===== config.mk =====
export PLATFORM = sky130hd
export DESIGN_NAME = uart_tx_arbiter_flat
export DESIGN_NICKNAME = d
export VERILOG_FILES = /design/src/rtl/uart_tx_arbiter_if.sv /design/src/rtl/uart_tx_arbiter.sv /design/src/flat_wrapper.sv
export SDC_FILE = /design/constraint.sdc
export NUM_CORES = 1
export LEC_CHECK = 0
export ABC_AREA = 1
export BUFFER_PORTS_ARGS = -buffer_cell sky130_fd_sc_hd__buf_2
export CAP_MARGIN = 20
export CORE_AREA = 10 10 75 77
export CTS_CLUSTER_SIZE = 40
export DETAILED_ROUTE_END_ITERATION = 8
export DIE_AREA = 0 0 85 87
export PLACE_DENSITY = 0.78
export SETUP_SLACK_MARGIN = 0.15
export SYNTH_ARGS = -nofsm -noshare
export SYNTH_HDL_FRONTEND = slang
export SYNTH_SLANG_ARGS = --single-unit

===== constraint.sdc =====
create_clock -name clk -period 4.2 [get_ports clk]
set_clock_uncertainty 0.05 [all_clocks]
set_input_delay 0.84 -clock clk [delete_from_list [all_inputs] [get_ports clk]]
set_output_delay 0.84 -clock clk [all_outputs]
set_load 0.02 [all_outputs]

===== src/rtl/uart_tx_arbiter_if.sv =====
// uart_tx_arbiter_if: byte-stream bus between the requesters, the arbiter and the UART transmitter
interface uart_tx_arbiter_if #(
  parameter int NUM_REQ = 4,
  parameter int ID_W    = (NUM_REQ > 1) ? $clog2(NUM_REQ) : 1
);
  logic [NUM_REQ-1:0]   req_valid;
  logic [8*NUM_REQ-1:0] req_data;
  logic [NUM_REQ-1:0]   req_last;
  logic [NUM_REQ-1:0]   req_ready;
  logic                 uart_tx_valid;
  logic [7:0]           uart_tx_data;
  logic                 uart_tx_ready;
  logic                 grant_valid;
  logic [ID_W-1:0]      grant_id;
  logic                 forced_release;
  modport master (
    input  req_valid, req_data, req_last, uart_tx_ready,
    output req_ready, uart_tx_valid, uart_tx_data, grant_valid, grant_id, forced_release
  );
  modport slave (
    output req_valid, req_data, req_last, uart_tx_ready,
    input  req_ready, uart_tx_valid, uart_tx_data, grant_valid, grant_id, forced_release
  );
endinterface


===== src/rtl/uart_tx_arbiter.sv =====
// uart_tx_arbiter: packet-level round-robin sharing of one UART transmitter with burst/idle forced release
module uart_tx_arbiter #(
  parameter int NUM_REQ      = 4,
  parameter int MAX_BURST    = 64,
  parameter int IDLE_TIMEOUT = 1024
) (
  input logic clk,
  input logic rst_n,
  uart_tx_arbiter_if.master bus
);
  localparam int ID_W = (NUM_REQ > 1) ? $clog2(NUM_REQ) : 1;
  localparam logic [7:0]  BURST_M1 = 8'(MAX_BURST - 1);
  localparam logic [15:0] IDLE_M1  = 16'(IDLE_TIMEOUT - 1);
  typedef enum logic {IDLE, GRANT} state_t;
  state_t state, state_n;
  logic [ID_W-1:0] last_id, sel, idx;
  logic [7:0] byte_cnt;
  logic [15:0] idle_cnt;
  logic granted, xfer, rel_norm, rel_forced;
  assign granted = state == GRANT;
  assign bus.grant_valid = granted;
  assign bus.uart_tx_valid = granted & bus.req_valid[bus.grant_id];
  assign bus.uart_tx_data = bus.req_data[{bus.grant_id, 3'b000} +: 8];
  assign bus.req_ready = granted ? (NUM_REQ'(bus.uart_tx_ready) << bus.grant_id) : '0;
  assign xfer = bus.uart_tx_valid & bus.uart_tx_ready;
  // Scan downward so the closest requester after last_id overwrites the rest.
  always_comb begin
    sel = '0;
    idx = '0;
    for (int k = NUM_REQ; k >= 1; k--) begin
      idx = ID_W'((int'(last_id) + k) % NUM_REQ);
      if (bus.req_valid[idx]) sel = idx;
    end
  end
  always_comb begin
    rel_norm = xfer & bus.req_last[bus.grant_id];
    rel_forced = (xfer & (byte_cnt == BURST_M1)) | (!xfer & (idle_cnt == IDLE_M1));
    state_n = (state == IDLE) ? ((|bus.req_valid) ? GRANT : IDLE) : ((rel_norm | rel_forced) ? IDLE : GRANT);
  end
  always_ff @(posedge clk or negedge rst_n)
    if (!rst_n) state <= IDLE;
    else state <= state_n;
  always_ff @(posedge clk or negedge rst_n)
    if (!rst_n) begin
      bus.grant_id <= '0;
      last_id <= ID_W'(NUM_REQ - 1);
      byte_cnt <= '0;
      idle_cnt <= '0;
      bus.forced_release <= 1'b0;
    end else begin
      bus.forced_release <= granted & !rel_norm & rel_forced;
      if (!granted) begin
        if (|bus.req_valid) begin
          bus.grant_id <= sel;
          byte_cnt <= '0;
          idle_cnt <= '0;
        end
      end else begin
        byte_cnt <= xfer ? byte_cnt + 8'd1 : byte_cnt;
        idle_cnt <= xfer ? '0 : ((idle_cnt == 16'hFFFF) ? idle_cnt : idle_cnt + 16'd1);
        if (state_n == IDLE) last_id <= bus.grant_id;
      end
    end
endmodule


===== src/flat_wrapper.sv =====
// flat-port wrapper written by rule: the top's interface ports become plain ports
module uart_tx_arbiter_flat 
#(
  parameter int NUM_REQ      = 4,
  parameter int MAX_BURST    = 64,
  parameter int IDLE_TIMEOUT = 1024
)
  (clk, rst_n, bus_req_valid, bus_req_data, bus_req_last, bus_uart_tx_ready, bus_req_ready, bus_uart_tx_valid, bus_uart_tx_data, bus_grant_valid, bus_grant_id, bus_forced_release);
  uart_tx_arbiter_if #(.NUM_REQ(NUM_REQ)) bus_i ();
  input logic clk;
  input logic rst_n;
  input wire logic [$bits(bus_i.req_valid)-1:0] bus_req_valid;
  input wire logic [$bits(bus_i.req_data)-1:0] bus_req_data;
  input wire logic [$bits(bus_i.req_last)-1:0] bus_req_last;
  input wire logic [$bits(bus_i.uart_tx_ready)-1:0] bus_uart_tx_ready;
  output wire logic [$bits(bus_i.req_ready)-1:0] bus_req_ready;
  output wire logic [$bits(bus_i.uart_tx_valid)-1:0] bus_uart_tx_valid;
  output wire logic [$bits(bus_i.uart_tx_data)-1:0] bus_uart_tx_data;
  output wire logic [$bits(bus_i.grant_valid)-1:0] bus_grant_valid;
  output wire logic [$bits(bus_i.grant_id)-1:0] bus_grant_id;
  output wire logic [$bits(bus_i.forced_release)-1:0] bus_forced_release;
  assign bus_i.req_valid = bus_req_valid;
  assign bus_i.req_data = bus_req_data;
  assign bus_i.req_last = bus_req_last;
  assign bus_i.uart_tx_ready = bus_uart_tx_ready;
  assign bus_req_ready = bus_i.req_ready;
  assign bus_uart_tx_valid = bus_i.uart_tx_valid;
  assign bus_uart_tx_data = bus_i.uart_tx_data;
  assign bus_grant_valid = bus_i.grant_valid;
  assign bus_grant_id = bus_i.grant_id;
  assign bus_forced_release = bus_i.forced_release;
  uart_tx_arbiter #(.NUM_REQ(NUM_REQ), .MAX_BURST(MAX_BURST), .IDLE_TIMEOUT(IDLE_TIMEOUT)) u_core (.clk(clk), .rst_n(rst_n), .bus(bus_i));
endmodule

-- Word-level counts from Yosys, hierarchy flattened
Cells that the tools add are included.
- $add $sub $neg: 6
- $mul: 0
- divide/modulo/power cells: 0
- magnitude comparators: 5
- equal/unequal tests: 5
- shift operators: 2
- mux-type cells: 27
- bitwise gates (word level): 11
- reduce and logical (&&, ||, !) cells: 8
- operators with widths (operator ; count):
    2-to-1 mux 16 bit ; 4
    indexed part select 32 x 6 -> 8 bit ; 1
    2-to-1 mux 8 bit ; 3
    adder 16 x 1 -> 16 bit (second input constant) ; 1
    == test 16 x 10 -> 1 bit (second input constant) ; 1
    == test 16 bit (second input constant) ; 1
    less-than comparator 2 x 3 -> 1 bit (second input constant) ; 5
    binary-select mux 1 bit (select 2 bit) ; 6
    2-to-1 mux 1 bit ; 9
    adder 8 x 1 -> 8 bit (second input constant) ; 1
    == test 8 x 6 -> 1 bit (second input constant) ; 1
    2-to-1 mux 2 bit ; 4
    AND reduction 2 bit ; 4
    bitwise AND 1 bit ; 7
    adder 2 x 1 -> 2 bit (second input constant) ; 2
    adder 2 bit (second input constant) ; 2
    2-to-1 mux 4 bit ; 1
    OR reduction 4 bit ; 1
    << shifter 1 x 2 -> 4 bit ; 1
    != test 3 bit (second input constant) ; 1
    zero test 1 bit ; 2
    != test 2 bit (second input constant) ; 1
    NOT 1 bit ; 2
    bitwise OR 1 bit ; 2
    nonzero test 2 bit ; 1
- register bits: 30
- latch bits: 0
- bits in writable memories: 0
- memory bits (read-only): 0
- bits of input ports: 43
- output and inout bits: 17
- logic and storage cells: 70
- memories: 0

-- Depth between registers and ports, before layout
Gate-level depths: netlist of run 1.
- depth in word-level cells: 12
- gate-level depth with buffers: 11
- depth with buffers taken out: 10

-- Worst setup path after synthesis of run 1
OpenSTA, ideal clock, no wires.
- path type: register to output
- start point: reg u_core.bus.grant_id[0]
- end point: out bus_uart_tx_data[2]
- arrival time: 1.554 ns
- data required time: 3.310 ns
- slack: 1.756 ns
- cell stages (with the launch flop): 6
- path buffers: 2
- path through: dfrtp_1 -> inv_2 -> clkbuf_1 -> clkbuf_1 -> o21ai_0 -> o22ai_1
- cells in the longest elaborated chain, start to end: 1
- RTL lines (item ; RTL line ; RTL):
    from (decl) ; uart_tx_arbiter_if.sv:18 ; output req_ready, uart_tx_valid, uart_tx_data, grant_valid, grant_id, forced_release
    from (signal assigned) ; uart_tx_arbiter.sv:54 ; bus.grant_id <= sel;
    indexed part select 32 x 6 -> 8 bit ; uart_tx_arbiter.sv:23 ; assign bus.uart_tx_data = bus.req_data[{bus.grant_id, 3'b000} +: 8];
    to (decl) ; flat_wrapper.sv:18 ; output wire logic [$bits(bus_i.uart_tx_data)-1:0] bus_uart_tx_data;
Every way passes these cells.

-- Worst setup path after layout of run 1
- start point: reg u_core.bus.grant_id[0]
- end point: out bus_uart_tx_valid
- cells in the longest elaborated chain, start to end: 3
- RTL lines (item ; RTL line ; RTL):
    binary-select mux 1 bit (select 2 bit) ; uart_tx_arbiter.sv:22 ; assign bus.uart_tx_valid = granted & bus.req_valid[bus.grant_id];
    2-to-1 mux 1 bit (not written as such) ; uart_tx_arbiter.sv:22 ;
    bitwise AND 1 bit ; uart_tx_arbiter.sv:22 ;
    to (decl) ; flat_wrapper.sv:17 ; output wire logic [$bits(bus_i.uart_tx_valid)-1:0] bus_uart_tx_valid;
Every way passes these cells. The select of a mux whose other input is x is not followed.

==> impl_metrics.ini, run 1 <==
[floorplanning]
die-area_um2 = 7400
die_w_um = 85
rows = 24
coreArea_um2 = 4230
start_util_pct = 53.6
die_h_um = 87
io_pins = 60

[layout]
final_cells = 463
final_nets = 455
drive_gt1_share_pct = 19.5
n_fill_cell = 411
final_core_utilization_pct = 62.9
num_antenna_cells = 0
synthToLayoutAreaGrowth_pct = 17.4

[synthesis]
ys_seq_area_share_pct = 33.2
synth-edff-count = 0
yosys.area.top_type = dfrtp_1
ys.flop_type = dfrtp_1
synth_top_area_share_pct = 30.9
synthCells = 355
synth_nets = 400
synth_area_per_cell_um2 = 6.39
yosysMostFrequentCell = nand2_1
synth.cell_area_um2 = 2270
ys_warn_count = 0
synth_cell_types = 26
synthTopCellsByArea = dfrtp_1, nand2_1, nand3_1
async_reset_ff_share_pct = 100
synth-seq-cells = 30
ys_top_cells_by_count = nand2_1, nor2_1, nand3_1, inv_1, o21ai_0

[timing]
max_slew_margin_pct = 54.1
holdWs_ns = 0.460
fin_tns_setup_ns = 0
period_share_pct = 66.5
fmax_ghz = 0.358
worst_slew_pin_slew_ns = 0.688
post-route-min-period_ns = 2.79
final_max_slew_viol_count = 0
setup_viol = 0
rsz0062_at_grt = false
hold_violations = 0

[placement]
dpl.hpwl_mm = 4.73
gp_congestion = 0.839
portBuffers = 59
dp.cells = 455

[setup_path]
worstPathArrival_ns = 1.90
reg2reg_to = u_core.idle_cnt[6]
crit_end = bus_uart_tx_valid
critical_path_peak_fanout = 25
critPathKind = flop to primary output
ff2ff_setup_slack_ns = 1.86
required_ns = 3.31
reg2reg_depth = 9
cp-startpoint = u_core.bus.grant_id[0]
worst_setup_path_start_kind = flop
crit_path_end_kind = primary output
r2r-start = u_core.bus.grant_id[0]

[clocking]
cts.clk_slew.worst_paths_ns = 0.06
cts_sinks = 30
cts_resized = 0
cts_buffers = 5
clk_latency_ns = 0.28
hold_buffers = 0
cts_max_level = 2
clockBufferDepth = 2
ctsRootBufferMaster = clkbuf_8
cts_tree = yes
postCtsSetupBuffers = 0

[routing]
wl_mm = 6.15
drtIter0Drc = 134
drc = 0
dr_total_vias = 2438
routedWlPerCell_um = 13.3
drt_pass1_iterations = 5
drtAntennaViolNets = 0
viasPerCell = 5.27

[grt]
grt_max_degree = 31
grt_overflow = 0
grt_pass1_vias = 2371
grt_pass1_wl_mm = 10.6
grt_antenna_before_repair = 0
grt_util_all_layers_pct = 17.0

[run]
max-cap-violations = 0

[status]
status = finished, final reports clean

[min_path]
hp-class = flop to flop

[power_and_ir_drop]
vdd_drop_max_mv = 0.319
power_leakage_uw = 0.00148
p_per_area_nw_per_um2 = 548
==> per-stage QoR <==
stage | setup WS (ns) | total power, uW | instance area, um2
4_1_cts | 1.40 | 1470 | 2660
5_1_grt | 1.26 | 1610 | 2660
3_3_place_gp | 1.77 | 1210 | 2570
2_1_floorplan | 1.76 | 1030 | 2270
3_5_place_dp | 1.71 | 1220 | 2570
6_report | 1.41 | 1460 | 2660
==> cell type report <==
| cell class | instances | area, um2 | share of cell area (%) |
|---|---|---|---|
| inverters | 42 | 158 | 5.92 |
| well taps | 52 | 65.1 | 2.44 |
| multi-input cells | 271 | 1290 | 48.6 |
| clock inverters | 1 | 5.00 | 0.188 |
| repair buffers | 60 | 303 | 11.4 |
| clock buffers | 7 | 86.3 | 3.24 |
| flip-flops and latches | 30 | 753 | 28.3 |
==> metal layers <==
metal / wire, um / part of all wire (%) / GRT usage [%] / vias up
met1: 2630 / 43 / 18.9 / 1111
li1: - / - / - / 1249
met2: 3010 / 49 / 30.3 / 70
met4: 79 / 1.3 / 5.54 / 0
met3: 425 / 6.9 / 4.78 / 8
met5: 0 / 0 / 0 / -
==> cell usage in the layout, fill, tap and decap left out, drive strengths merged <==
cell	synthesis	routed
a21oi	3	3
buf	6	60
clkbuf	6	7
clkinv	0	1
dfrtp	28	28
dfstp	2	2
ha	2	2
inv	42	42
nand2	109	109
nand3	44	44
nand3b	1	1
nand4	7	7
nor2	44	44
nor3	5	5
o21ai	30	30
o21bai	1	1
o22ai	8	8
or2	1	1
xnor2	2	2
xor2	14	14
==> power breakdown <==
part	switching (uW)	internal, uW
logic	508	249
clock network	108	132
registers	111	351
total	727	732
==> critical path, cell delays in order (launching register included) <==
cell and delay (ns):
dfrtp_1 0.77, inv_2 0.29, nand2_1 0.12, nand3_1 0.10, nand2_2 0.15, buf_2 0.19
==> sequential cells by signal (all words and copies together), names as in the netlist <==
register                   cells
u_core.bus.grant_valid         1
u_core.last_id                 2
u_core.bus.grant_id            2
u_core.bus.forced_release      1
u_core.idle_cnt               16
u_core.byte_cnt                8
==> cells by family (layout without fill, tap and decap cells) <==
group	after synthesis	in the layout	synth area share (%)
adders and majority gates	2	2	1.10
DFF	30	30	33.2
AOI/OAI and AO/OA	42	42	9.98
xor gates and xnor gates	16	16	6.18
and+or+nand+nor	211	211	39.8
buffers and inverters	54	110	9.76
==> worst min-delay path by stage <==
stage | startpoint | end | slack [ns] | cells after the start
floorplan | u_core.last_id[1] | u_core.last_id[1] | 0.43 | 2
global placement | u_core.last_id[1] | u_core.last_id[1] | 0.44 | 2
detailed placement | u_core.last_id[1] | u_core.last_id[1] | 0.45 | 2
CTS | u_core.last_id[1] | u_core.last_id[1] | 0.46 | 2
global route | u_core.last_id[1] | u_core.last_id[1] | 0.50 | 2
finish | u_core.last_id[1] | u_core.last_id[1] | 0.46 | 2
(Power assumes the default switching activity.)
==> inputs of run 2 (changes only) <==
--- a/config.mk
+++ b/config.mk
@@ -8,11 +8,11 @@
 export ABC_AREA = 1
 export BUFFER_PORTS_ARGS = -buffer_cell sky130_fd_sc_hd__buf_2
 export CAP_MARGIN = 20
-export CORE_AREA = 10 10 75 77
+export CORE_AREA = 10 10 77 79
 export CTS_CLUSTER_SIZE = 40
 export DETAILED_ROUTE_END_ITERATION = 8
-export DIE_AREA = 0 0 85 87
-export PLACE_DENSITY = 0.78
+export DIE_AREA = 0 0 87 89
+export PLACE_DENSITY = 0.74
 export SETUP_SLACK_MARGIN = 0.15
 export SYNTH_ARGS = -nofsm -noshare
 export SYNTH_HDL_FRONTEND = slang
==> constraint.sdc (replaced) <==
create_clock -name clk -period 2.6 [get_ports clk]
set_clock_uncertainty 0.05 [all_clocks]
set_input_delay 0.52 -clock clk [delete_from_list [all_inputs] [get_ports clk]]
set_output_delay 0.52 -clock clk [all_outputs]
set_load 0.02 [all_outputs]
==> run 2 against run 1 <==
Net effect: critical path depth fell by 1; hold slack got worse by 0.24 ns; clock power is 64% higher; flip-flop and latch count did not move; combinational power increased by 70%; sequential power grew 50%; first-iteration DRC count down 1.5%; die area is 4.7% higher; wire length decreased by 4.6%; non-clock buffer count is 2 higher; worst setup slack got worse by 0.94 ns.
==> impl_metrics.ini, run 2 (synthesis results as in run 1) <==
[clocking]
cts_tree = yes
ctsRootBufferMaster = clkbuf_8
cts_max_level = 2
clk_latency_ns = 0.28
clockBufferDepth = 2
cts_resized = 0
cts_buffers = 5
cts.clk_slew.worst_paths_ns = 0.07
cts_sinks = 30
hold_buffers = 0
postCtsSetupBuffers = 0

[layout]
final_nets = 457
drive_gt1_share_pct = 20.1
mostFrequentLayoutCell = nand2_1
largest_registers = u_core.idle_cnt (16), u_core.byte_cnt (8)
synthToLayoutAreaGrowth_pct = 18.4
largest-register = u_core.idle_cnt
num_antenna_cells = 0
largest_reg_flops = 16
final_core_utilization_pct = 59.2
final_cell_mix = nand2_1, buf_2, nor2_1, nand3_1, inv_1

[placement]
dpl.hpwl_mm = 4.35
portBuffers = 59
gp_congestion = 0.935

[timing]
fmax_ghz = 0.469
hold_violations = 0
period_share_pct = 82.0
setup_viol = 0
worst_slew_pin_slew_ns = 0.684
final_max_slew_viol_count = 0
holdWs_ns = 0.224
rsz0062_at_grt = false
fin_tns_setup_ns = 0
post-route-min-period_ns = 2.13
max_slew_margin_pct = 54.4

[routing]
dr_total_vias = 2364
drc = 0
drtAntennaViolNets = 0
wl_mm = 5.86
drt_pass1_iterations = 4
routedWlPerCell_um = 12.6
drtIter0Drc = 132
viasPerCell = 5.06

[floorplanning]
die_w_um = 87
io_pins = 60
coreArea_um2 = 4540
die_h_um = 89
die-area_um2 = 7740
rows = 25
start_util_pct = 50.0

[grt]
grt_pass1_wl_mm = 10.1
use_met2_pct = 24.7
grt_max_degree = 31
grt_util_all_layers_pct = 15.7
top_usage_layer = met2
grt_util_met3_pct = 5.47
grt_overflow = 0
grt_pass1_vias = 2216
use_met1_pct = 19.6
grt_antenna_before_repair = 0

[setup_path]
crit_family = flip-flops
required_ns = 2.03
slowest_delay_ns = 0.60
slowest_stage = dfrtp_1
crit_path_end_kind = primary output
ff2ff_setup_slack_ns = 0.65
path_cells = nand2_1 > nand3b_1 > nand2_2 > buf_2
worst_setup_path_start_kind = flop
critPathKind = flop to primary output
critical_path_peak_fanout = 15
timing.critical_path.buf_inv = 1
worstPathArrival_ns = 1.56

[run]
max-cap-violations = 0

[status]
status = finished, final reports clean

[power_and_ir_drop]
p_per_area_nw_per_um2 = 886
vdd_drop_max_mv = 0.369
power_leakage_uw = 0.00149

[min_path]
hp-class = input port to asynchronous set/reset pin
==> run 2: final cells by class <==
| type | instances | area (um2) |
|---|---|---|
| fillers | 454 | 1850 |
| multi-input cells | 271 | 1290 |
| flip-flops and latches | 30 | 753 |
| repair buffers | 62 | 318 |
| inverters | 42 | 158 |
| clock buffers | 6 | 82.6 |
| well taps | 54 | 67.6 |
| clock inverters | 2 | 12.5 |
==> run 2: per-stage QoR <==
step / total power (uW) / instance area [um2] / cells / setup WS (ns)
after floorplan: 1660 / 2270 / 355 / 0.476
after global placement: 1980 / 2590 / 459 / 0.739
after detailed placement: 1990 / 2590 / 459 / 0.675
after CTS: 2400 / 2690 / 467 / 0.454
after global routing: 2610 / 2690 / 467 / 0.340
final: 2380 / 2690 / 467 / 0.467
==> run 2: worst paths after layout <==
path | start | depth (start not counted) | to
max | u_core.bus.grant_id[1] | 4 | bus_uart_tx_valid
min | rst_n | 1 | u_core.byte_cnt[3]
max reg2reg | u_core.bus.grant_id[1] | 8 | u_core.idle_cnt[4]
min reg2reg | u_core.last_id[1] | 2 | u_core.last_id[1]
max in group asynchronous | rst_n | 1 | u_core.idle_cnt[4]
min in group clk | u_core.last_id[1] | 2 | u_core.last_id[1]
==> run 2: where the power goes <==
group	internal (uW)	switching, uW
Sequential	568	124
Clock	212	181
Combinational	419	876
==> run 2: layer usage <==
| layer | vias to the layer above | part of all wire, % | wire length (um) |
|---|---|---|---|
| met2 | 63 | 43 | 2510 |
| li1 | 1250 | - | - |
| met3 | 4 | 8.3 | 487 |
| met5 | - | 0 | 0 |
| met4 | 0 | 1.0 | 59 |
| met1 | 1047 | 48 | 2810 |
